$ cat config.mk
export PLATFORM = sky130hd
export DESIGN_NAME = wishbone_bus_if
export DESIGN_NICKNAME = d
export VERILOG_FILES = /design/src/rtl/wishbone_bus_if_pkg.sv /design/src/rtl/wishbone_bus_if.sv
export SDC_FILE = /design/constraint.sdc
export NUM_CORES = 1
export LEC_CHECK = 0
export CAP_MARGIN = 5
export CORE_MARGIN = 4
export CORE_UTILIZATION = 35
export DETAILED_ROUTE_END_ITERATION = 10
export PLACE_DENSITY = 0.75
export REMOVE_ABC_BUFFERS = 1
export SLEW_MARGIN = 25
export SYNTH_ARGS = -nofsm -noshare
export SYNTH_HDL_FRONTEND = slang
export SYNTH_SLANG_ARGS = --single-unit
$ cat constraint.sdc
create_clock -name clk -period 1.3 [get_ports clk]
set_input_delay 0.26 -clock clk [delete_from_list [all_inputs] [get_ports clk]]
set_output_delay 0.26 -clock clk [all_outputs]
set_load 0.05 [all_outputs]
$ cat src/rtl/wishbone_bus_if_pkg.sv
// Shared constants and types for the Wishbone bus interface.
// Holds the reset polarity, stall encodings, the zero word, the bus width
// and the FSM state encodings so no module carries local magic numbers.
package wishbone_bus_if_pkg;

    localparam int          REG_BUS_W  = 32;
    localparam logic        RST_ENABLE = 1'b1;
    localparam logic        STOP       = 1'b1;
    localparam logic        NO_STOP    = 1'b0;
    localparam logic [5:0]  NO_STALL   = {6{NO_STOP}};
    localparam logic [REG_BUS_W-1:0] ZERO_WORD = '0;

    // FSM state encodings (also visible on the state_o debug port)
    localparam logic [1:0]  WB_IDLE           = 2'b00;
    localparam logic [1:0]  WB_BUSY           = 2'b01;
    localparam logic [1:0]  WB_WAIT_FOR_STALL = 2'b11;

    // Registered request fields presented on the Wishbone bus
    typedef struct packed {
        logic                 we;
        logic [3:0]           sel;
        logic [REG_BUS_W-1:0] addr;
        logic [REG_BUS_W-1:0] data;
    } wb_req_t;

    localparam wb_req_t WB_REQ_NONE = '{we: 1'b0, sel: 4'h0, addr: ZERO_WORD, data: ZERO_WORD};

endpackage

$ cat src/rtl/wishbone_bus_if.sv
// Wishbone master adapter between a pipelined CPU memory port and a
// Wishbone bus. A CPU request seen in IDLE is latched onto registered bus
// outputs; the FSM waits in BUSY for ack, then either returns to IDLE or
// parks in WAIT_FOR_STALL (holding read data) until the pipeline unstalls.
// Used twice at the SoC level (instruction side and data side).
//
// Ports:
//   clk, rst              - clock, synchronous active-high reset
//   stall_i[5:0], flush_i - pipeline stall vector / exception flush
//   cpu_*_i               - CPU request (ce, we, addr, sel, store data)
//   cpu_data_o            - load data back to the MEM stage (combinational)
//   stallreq_o            - stall request to the pipeline controller
//   wishbone_*            - Wishbone master signals (outputs registered)
//   state_o               - current FSM state, for debug/observation
//
// Handshake: a request is accepted on the edge where state is IDLE,
// cpu_ce_i=1 and flush_i=0. The CPU must hold its request inputs stable
// while stallreq_o=1. A bus transfer completes on the edge where
// stb/cyc are high and wishbone_ack_i=1.
module wishbone_bus_if
    import wishbone_bus_if_pkg::*;
(
    input  logic                 clk,
    input  logic                 rst,
    input  logic [5:0]           stall_i,
    input  logic                 flush_i,
    input  logic                 cpu_ce_i,
    input  logic                 cpu_we_i,
    input  logic [REG_BUS_W-1:0] cpu_addr_i,
    input  logic [3:0]           cpu_sel_i,
    input  logic [REG_BUS_W-1:0] cpu_data_i,
    output logic [REG_BUS_W-1:0] cpu_data_o,
    output logic                 stallreq_o,
    input  logic                 wishbone_ack_i,
    input  logic [REG_BUS_W-1:0] wishbone_data_i,
    output logic [REG_BUS_W-1:0] wishbone_addr_o,
    output logic [REG_BUS_W-1:0] wishbone_data_o,
    output logic                 wishbone_we_o,
    output logic [3:0]           wishbone_sel_o,
    output logic                 wishbone_stb_o,
    output logic                 wishbone_cyc_o,
    output logic [1:0]           state_o
);

    logic [1:0]           state_q, state_d;
    wb_req_t              req_q, req_d;
    logic                 stb_q, stb_d;
    logic                 cyc_q, cyc_d;
    logic [REG_BUS_W-1:0] rd_buf_q, rd_buf_d;

    always_comb begin
        state_d  = state_q;
        req_d    = req_q;
        stb_d    = stb_q;
        cyc_d    = cyc_q;
        rd_buf_d = rd_buf_q;
        case (state_q)
            WB_IDLE: begin
                if (cpu_ce_i && !flush_i) begin
                    req_d    = '{we: cpu_we_i, sel: cpu_sel_i, addr: cpu_addr_i, data: cpu_data_i};
                    stb_d    = 1'b1;
                    cyc_d    = 1'b1;
                    rd_buf_d = ZERO_WORD;
                    state_d  = WB_BUSY;
                end
            end
            WB_BUSY: begin
                // Flush wins over a simultaneous ack: the access is dropped.
                if (flush_i) begin
                    req_d    = WB_REQ_NONE;
                    stb_d    = 1'b0;
                    cyc_d    = 1'b0;
                    rd_buf_d = ZERO_WORD;
                    state_d  = WB_IDLE;
                end else if (wishbone_ack_i) begin
                    req_d = WB_REQ_NONE;
                    stb_d = 1'b0;
                    cyc_d = 1'b0;
                    if (!cpu_we_i) begin
                        rd_buf_d = wishbone_data_i;
                    end
                    // If another stage is still stalled the load data has to
                    // be replayed from the buffer once the pipeline moves.
                    state_d = (stall_i != NO_STALL) ? WB_WAIT_FOR_STALL : WB_IDLE;
                end
            end
            WB_WAIT_FOR_STALL: begin
                if (stall_i == NO_STALL || flush_i) begin
                    state_d = WB_IDLE;
                end
            end
            default: begin
                req_d    = WB_REQ_NONE;
                stb_d    = 1'b0;
                cyc_d    = 1'b0;
                rd_buf_d = ZERO_WORD;
                state_d  = WB_IDLE;
            end
        endcase
    end

    always_ff @(posedge clk) begin
        if (rst == RST_ENABLE) begin
            state_q  <= WB_IDLE;
            req_q    <= WB_REQ_NONE;
            stb_q    <= 1'b0;
            cyc_q    <= 1'b0;
            rd_buf_q <= ZERO_WORD;
        end else begin
            state_q  <= state_d;
            req_q    <= req_d;
            stb_q    <= stb_d;
            cyc_q    <= cyc_d;
            rd_buf_q <= rd_buf_d;
        end
    end

    always_comb begin
        stallreq_o = 1'b0;
        cpu_data_o = ZERO_WORD;
        case (state_q)
            WB_IDLE: begin
                stallreq_o = cpu_ce_i & ~flush_i;
            end
            WB_BUSY: begin
                stallreq_o = ~wishbone_ack_i;
                if (wishbone_ack_i && !cpu_we_i) begin
                    cpu_data_o = wishbone_data_i;
                end
            end
            WB_WAIT_FOR_STALL: begin
                cpu_data_o = rd_buf_q;
            end
            default: begin
                stallreq_o = 1'b0;
            end
        endcase
    end

    assign wishbone_addr_o = req_q.addr;
    assign wishbone_data_o = req_q.data;
    assign wishbone_we_o   = req_q.we;
    assign wishbone_sel_o  = req_q.sel;
    assign wishbone_stb_o  = stb_q;
    assign wishbone_cyc_o  = cyc_q;
    assign state_o         = state_q;

endmodule

---- After elaboration in Yosys (flattened, before gate mapping) ----
Cells that the tools add are included.
word-level totals
  register bits ........................... 104
  bits in latches ......................... 0
  memory bits (writable) .................. 0
  ROM bits ................................ 0
  input port bits ......................... 112
  memories kept ........................... 0
operators by class
  add/subtract/negate cells ............... 0
  multiply operators ...................... 0
  divide/modulo/power cells ............... 0
  $lt $le $gt $ge ......................... 0
  equal/unequal tests ..................... 6
  shifts and indexed selects .............. 0
  muxes and demuxes ....................... 22
  bitwise operators ....................... 4
  reduce and logical (&&, ||, !) cells .... 11
operators with widths
  operator                                                                count
  69-bit two-way mux                                                      3
  69-bit case mux with 3 select lines                                     1
  32-bit two-way mux                                                      5
  32-bit case mux with 3 select lines                                     1
  32-bit case mux with 2 select lines                                     1
  2-bit two-way mux                                                       5
  6-bit zero test                                                         1
  3-bit inequality test (second input constant)                           2
  2-bit case mux with 3 select lines                                      1
  3-bit AND reduction                                                     2
  6-bit nonzero test                                                      1
  2-bit inequality test (second input constant)                           2
  4-bit AND reduction                                                     1
  1-bit two-way mux                                                       3
  1-bit inverter                                                          3
  1-bit case mux with 3 select lines                                      1
  2-bit by 1-bit equality test with 1-bit output (second input constant)  1
  2-bit equality test (second input constant)                             1
  1-bit logical AND                                                       2
  1-bit zero test                                                         2
  2-bit zero test                                                         1
  1-bit case mux with 2 select lines                                      1
  1-bit bitwise AND                                                       1
  1-bit logical OR                                                        1

---- Logic depth before layout (Yosys ltp) ----
Gate-level depths: netlist (run 1).
  depth after elaboration ................. 5
  gate-level depth with buffers ........... 6
  mapped depth without buffers ............ 3

---- Worst setup path after synthesis (run 1) ----
No wires, ideal clock.
  kind .................................... reg-to-output
  start point ............................. reg state_q[0], in the netlist state_o[0]
  end point ............................... out stallreq_o
  data arrival time ....................... 2.057 ns
  path slack .............................. -1.017 ns
  cell stages (with the launch flop) ...... 7
  cell sequence ........................... dfxtp_1 -> buf_4 -> nor3b_2 -> buf_4 -> buf_2 -> inv_1 -> a21oi_1
on the way
  longest elaborated chain between the ends .. 2
  elaborated cells on any way between the ends .. 3
ends and longest elaborated chain
  element                                                                            line                    RTL
  start: declaration                                                                 wishbone_bus_if.sv:45   logic [1:0] state_q, state_d;
  start signal: assignment                                                           wishbone_bus_if.sv:110  state_q <= state_d;
  2-bit by 1-bit equality test with 1-bit output or 2-bit zero test (tied branches)  wishbone_bus_if.sv:121  case (state_q)
  1-bit case mux with 2 select lines *                                               wishbone_bus_if.sv:121
  end: declaration                                                                   wishbone_bus_if.sv:33   output logic stallreq_o,
Mark *: on every way between the ends. The rest lies on a longest branch, timed or not.

---- Worst setup path after layout (run 1) ----
  start point ............................. reg state_q[1], in the netlist state_o[1]
  end point ............................... out cpu_data_o[31]
on the way
  longest elaborated chain between the ends .. 2
  elaborated cells on any way between the ends .. 3
ends and longest elaborated chain
  element                                                                                line                    RTL
  2-bit equality test or 2-bit by 1-bit equality test with 1-bit output (tied branches)  wishbone_bus_if.sv:121
  32-bit case mux with 2 select lines *                                                  wishbone_bus_if.sv:121
  end: declaration                                                                       wishbone_bus_if.sv:32   output logic [REG_BUS_W-1:0] cpu_data_o,
Marks and branches as above.

==> results of run 1 <==
timing repair:
item	4_1_cts	5_1_grt
setup buffers	5	9
hold buffers	0	0
pin swaps	9	13
gates resized for setup	29	136
gates cloned	1	14
endpoints found under the setup margin	139	141
kinds of logic (layout without fill, tap and decap cells):
| group | Yosys count | after routing | synth area share [%] |
|---|---|---|---|
| buf+inv | 122 | 355 | 12.6 |
| simple gates | 86 | 87 | 11.3 |
| flops | 104 | 104 | 48.4 |
| compound gates | 143 | 143 | 27.7 |
metal layers:
metal	global-route usage (%)	vias to the layer above	wire length, um
li1	-	2122	-
met1	24.5	2230	7030
met2	34.2	258	9570
met3	8.55	67	1790
met4	7.82	0	931
met5	0	-	0
layout make-up:
cell class / count / area share (%)
multi-input combinational: 230 / 26.2
clock buffer: 11 / 2.60
sequential: 104 / 22.4
clock inverter: 5 / 0.844
timing repair buffer: 268 / 43.1
tap: 147 / 1.97
inverter: 71 / 2.85
worst min-delay path by stage:
stage                                    from  depth (start not counted)                         end  slack (ns)
finish                               cpu_we_i                          4  wishbone_we_o$_SDFFE_PP0P_        0.40
global placement    rd_buf_q[26]$_SDFFE_PP0P_                          1   rd_buf_q[26]$_SDFFE_PP0P_        0.48
floorplan                                 rst                          1     state_o[0]$_SDFFE_PP0P_        0.33
CTS                                  cpu_we_i                          4  wishbone_we_o$_SDFFE_PP0P_        0.40
global route                         cpu_we_i                          4  wishbone_we_o$_SDFFE_PP0P_        0.43
detailed placement   rd_buf_q[9]$_SDFFE_PP0P_                          1    rd_buf_q[9]$_SDFFE_PP0P_        0.48
Yosys cell counts (2+ instances only):
cell type  count  share of area, %
dfxtp_1      104                48
inv_1         71               6.2
o31ai_1       70                12
nand3_1       69               8.0
a22o_1        32               6.5
a32o_1        32               7.4
buf_2         25               2.9
clkbuf_1      15               1.3
buf_4          8               1.4
a211oi_1       3              0.52
buf_6          3              0.78
nand2b_1       3              0.44
nor2_1         2              0.17
nor2b_1        2              0.29
per-stage QoR:
| step | area, um2 | hold slack [ns] | instances |
|---|---|---|---|
| 3_5_place_dp | 7780 | 0.484 | 793 |
| 3_3_place_gp | 7780 | 0.477 | 793 |
| 4_1_cts | 8270 | 0.404 | 815 |
| 6_report | 9340 | 0.404 | 836 |
| 2_1_floorplan | 4030 | 0.333 | 404 |
| 5_1_grt | 9340 | 0.426 | 836 |
state kept, by name, summed over array words and instances (netlist names):
register         flops
state_o              2
wishbone_we_o        1
wishbone_addr_o     32
wishbone_cyc_o       1
wishbone_data_o     32
wishbone_sel_o       4
rd_buf_q            32
critical path, delay by kind of cell (launching register included):
family          cells  cell delay [ns]
compound gates      1             0.20
simple gates        1             0.36
buf+inv             2             0.32
flops               1             0.34
power breakdown:
part / switching (mW) / internal, mW
Combinational: 1.18 / 1.15
Sequential: 0.131 / 3.30
Clock: 1.19 / 1.74
==> out/metrics.cfg, run 1 <==
[run_status]
outcome=complete, but fails checks
failed_checks=setup timing

[worst_setup_path]
cp-end-kind=output pin
worstSetupEndpoint=cpu_data_o[31]
worstPathRequired_ns=1.04
reg2reg_depth=9
critPathArrivalTime_ns=1.57
crit_chain=and4bb_4, buf_12, a22o_1, buf_12
slowest_delay_ns=0.36
startpoint=state_o[1]$_SDFFE_PP0P_
crit_type=flip-flop to output pin
reg2reg_from=state_o[0]$_SDFFE_PP0P_
cp_common_cell=buf_12
rr_endpoint=wishbone_cyc_o$_SDFFE_PP0P_
crit_path_max_fanout=17
slowest_stage=and4bb_4
regToRegSetupSlack_ns=-0.50
cp-start-kind=flip-flop

[clock_tree]
cts.path.max_buffers=2
cts_buffers=9
clk_pin_slew_ns=0.07
clock-sinks=104
cts_tree=built
clkLatencyLatePin_ns=0.33
htree_levels=3
clk_root_buffer_cell=clkbuf_16

[timing]
rsz0062_at_grt=true
finalCritPeriodShare_pct=141
skew_ns=0.00450
worst_slack_ns=-0.532
setup_viol=137
slew-limit-headroom_pct=64.7
drv_slew=0
tightest_slew_ns=0.528
fmax_ghz=0.546
tns_ns=-43.27
min_period_ns=1.83
hold_viol_final=0

[final_layout]
insertedDiodeCount=0
drive_above_1_share_pct=40.3
fin_util_pct=77.8
nets=796
layout_common_cells=buf_12 (119), clkdlybuf4s50_1 (103), dfxtp_1 (101), inv_1 (70), o31ai_1 (38)
syn2layout_area_growth_pct=117
final_common_cell=buf_12
multi_input_area_um2=2450
fillCellCount=701
seqCellArea_um2=2090

[power_and_ir_drop]
fin_total_pwr_mw=8.69
p_leak_nw=3.43
power_density_nw_per_um2=931
vdd_drop_max_v=0.000831

[detailed_routing]
firstDrtPassIters=6
drtIter0Drc=332
wl_per_cell_um=23.1
drc_errors=0
detail-route-antenna-nets=0
routed_wl_um=19300
via_count=4677
via_per_inst=5.59

[hold_path]
hold_path.class=input port to flip-flop

[yosys]
async_reset_ff_share_pct=0
synthDistinctLibCells=30
ys_seq_area_share_pct=48.4
syn_area_per_cell_um2=9.46
synth_warnings=0
synth_ff_type=dfxtp_1
synthesis.area_um2=4310
synth_edf_count=0
synthCells=455
synth-seq-cells=104

[global_route]
overflow=0
grt_pass1_vias=4418
antenna_found_initial=0
grt_max_degree=50
grt_pass1_wl_um=24000
groute.usage.overall_pct=20.9

[die]
ioPinCount=218
die-width_um=119
dieHeight_um=119
fp.dieArea_um2=14100
core_area_um2=12000
start_util_pct=35.8
rows=40

[placement]
io_buffers=217
place.gp.congestion=0.786
dp_slack_ns=-0.908
dpl.hpwl_um=10800

[flow_run]
cap_violations=0

No activity file was read; power rests on OpenSTA's default activity.
==> run 2, diff against run 1 <==
--- a/config.mk
+++ b/config.mk
@@ -6,7 +6,6 @@
 export NUM_CORES = 1
 export LEC_CHECK = 0
 export CAP_MARGIN = 5
-export CORE_MARGIN = 4
 export CORE_UTILIZATION = 35
 export DETAILED_ROUTE_END_ITERATION = 10
 export PLACE_DENSITY = 0.75
==> run 2 against run 1 <==
- the run still ends with setup timing left
- die area down 9.8%
- sequential power about the same
- largest cell class unchanged
- combinational power is 23% higher
- register-to-register slack improved by 0.08 ns
- global-route usage is 12 points higher
- power grew 7.3%
- highest routed layer unchanged
- design area rose by 15%
- sequential share of layout area down 3.0 points
- clock skew rose by 0.0062 ns
- via count is 14% higher
- flip-flop and latch count unchanged
==> out/metrics.cfg, run 2 (same netlist as run 1, synthesis figures left out) <==
[worst_setup_path]
slowest_delay_ns=0.35
crit_path_max_fanout=8
cp-end-kind=output pin
crit_chain=buf_6, and2_4, clkbuf_16, a22o_4, buf_12
cp-start-kind=flip-flop
worstPathRequired_ns=1.04
critPathArrivalTime_ns=1.64
crit_type=flip-flop to output pin
slowest_stage=dfxtp_4

[clock_tree]
clk_root_buffer_cell=clkbuf_16
clk_pin_slew_ns=0.07
htree_levels=3
cts_tree=built
clock-sinks=104
cts.path.max_buffers=2
clkLatencyLatePin_ns=0.35
cts_buffers=9

[hold_path]
hold_path.class=input port to flip-flop

[final_layout]
finalInstanceArea_um2=10800
syn2layout_area_growth_pct=150
insertedDiodeCount=0
final_common_cell=buf_12
layout_common_cells=buf_12 (126), clkdlybuf4s50_1 (105), dfxtp_1 (101), inv_1 (70), nand3_4 (39)
drive_above_1_share_pct=53.1
nets=828
fin_cells=867

[timing]
drv_slew=0
hold_viol_final=0
holdWs_ns=0.481
fmax_ghz=0.527
min_period_ns=1.90
finalCritPeriodShare_pct=146
tns_ns=-52.38
slew-limit-headroom_pct=69.5
setup_viol=138
skew_ns=0.0107
rsz0062_at_grt=true
tightest_slew_ns=0.457
worst_slack_ns=-0.597

[placement]
dpl.hpwl_um=9860
placed_area_um2=7750
io_buffers=217
dp_cells=790
place.gp.congestion=0.774

[detailed_routing]
detail-route-antenna-nets=0
drc_errors=0
via_per_inst=6.13
via_count=5315
drtIter0Drc=409
wl_per_cell_um=30.4
routed_wl_um=26400
firstDrtPassIters=5

[die]
rows=40
die-width_um=113
dieHeight_um=113
core_area_um2=12000
start_util_pct=35.8
fp.dieArea_um2=12700
ioPinCount=218

[run_status]
outcome=complete, but fails checks
failed_checks=setup timing

[global_route]
groute.usage.overall_pct=33.0
overflow=0
antenna_found_initial=0
grt_max_degree=50
grt_pass1_vias=5407
grt_pass1_wl_um=31700

[power_and_ir_drop]
p_leak_nw=3.99
vdd_drop_max_v=0.000828
power_density_nw_per_um2=866

[flow_run]
cap_violations=0

[run 2: layout make-up]
cell class	count	area (um2)
inverter	71	267
multi-input combinational	230	3210
timing repair buffer	300	4710
fill	440	1240
clock inverter	3	65.1
clock buffer	12	256
sequential	104	2090
tap	147	184
[run 2: what timing repair did]
item                       4_1_cts  5_1_grt
setup endpoints to repair      139      141
gates cloned                    24       10
hold buffers                     0        0
gates resized for setup        161      167
buffers inserted                24       18
pin swaps                       67       48
[run 2: path summary, 6_finish.rpt]
check	startpoint	endpoint	slack [ns]	depth (start not counted)
min	flush_i	state_o[1]$_SDFFE_PP0P_	0.48	3
max	state_o[0]$_SDFFE_PP0P_	cpu_data_o[5]	-0.60	5
max reg2reg	state_o[0]$_SDFFE_PP0P_	rd_buf_q[11]$_SDFFE_PP0P_	-0.42	8
min reg2reg	wishbone_addr_o[7]$_SDFFE_PP0P_	wishbone_addr_o[7]$_SDFFE_PP0P_	0.51	2
[run 2: per-stage QoR]
stage / setup slack (ns) / util (%) / total power, mW
finish: -0.597 / 89.7 / 9.33
global route: -0.645 / 89.7 / 9.53
CTS: -0.554 / 80.5 / 8.80
detailed placement: -0.829 / 64.6 / 5.33
global placement: -0.759 / 64.6 / 5.29
floorplan: -2.79 / - / 4.17
[run 2: power by group]
part	total, mW	switching [mW]	internal [mW]	leakage (nW)
Combinational	2.85	1.46	1.39	2.98
Sequential	3.44	0.143	3.30	0.847
Clock	3.04	1.25	1.79	0.159
[run 2: per-layer routing]
layer  wire, um  share of wire [%]  track usage, %  vias up
met3       2570                9.8            10.3      124
met1       8980                 34            32.7     2570
met4       1500                5.7            14.1        0
li1           -                  -               -     2191
met5          0                  0               0        -
met2      13300                 50            63.0      430
[run 2: critical path: cells and delay by family (launching register included)]
family | cells | cell delay, ns
and+or+nand+nor | 1 | 0.21
AOI/OAI and AO/OA | 1 | 0.27
buffers and inverters | 3 | 0.46
DFF | 1 | 0.35
==> run 3, diff against run 2 <==
--- a/config.mk
+++ b/config.mk
@@ -5,7 +5,6 @@
 export SDC_FILE = /design/constraint.sdc
 export NUM_CORES = 1
 export LEC_CHECK = 0
-export CAP_MARGIN = 5
 export CORE_UTILIZATION = 35
 export DETAILED_ROUTE_END_ITERATION = 10
 export PLACE_DENSITY = 0.75
==> results of run 3 <==
The final DEF is identical to that of run 2; final timing and power are the same.
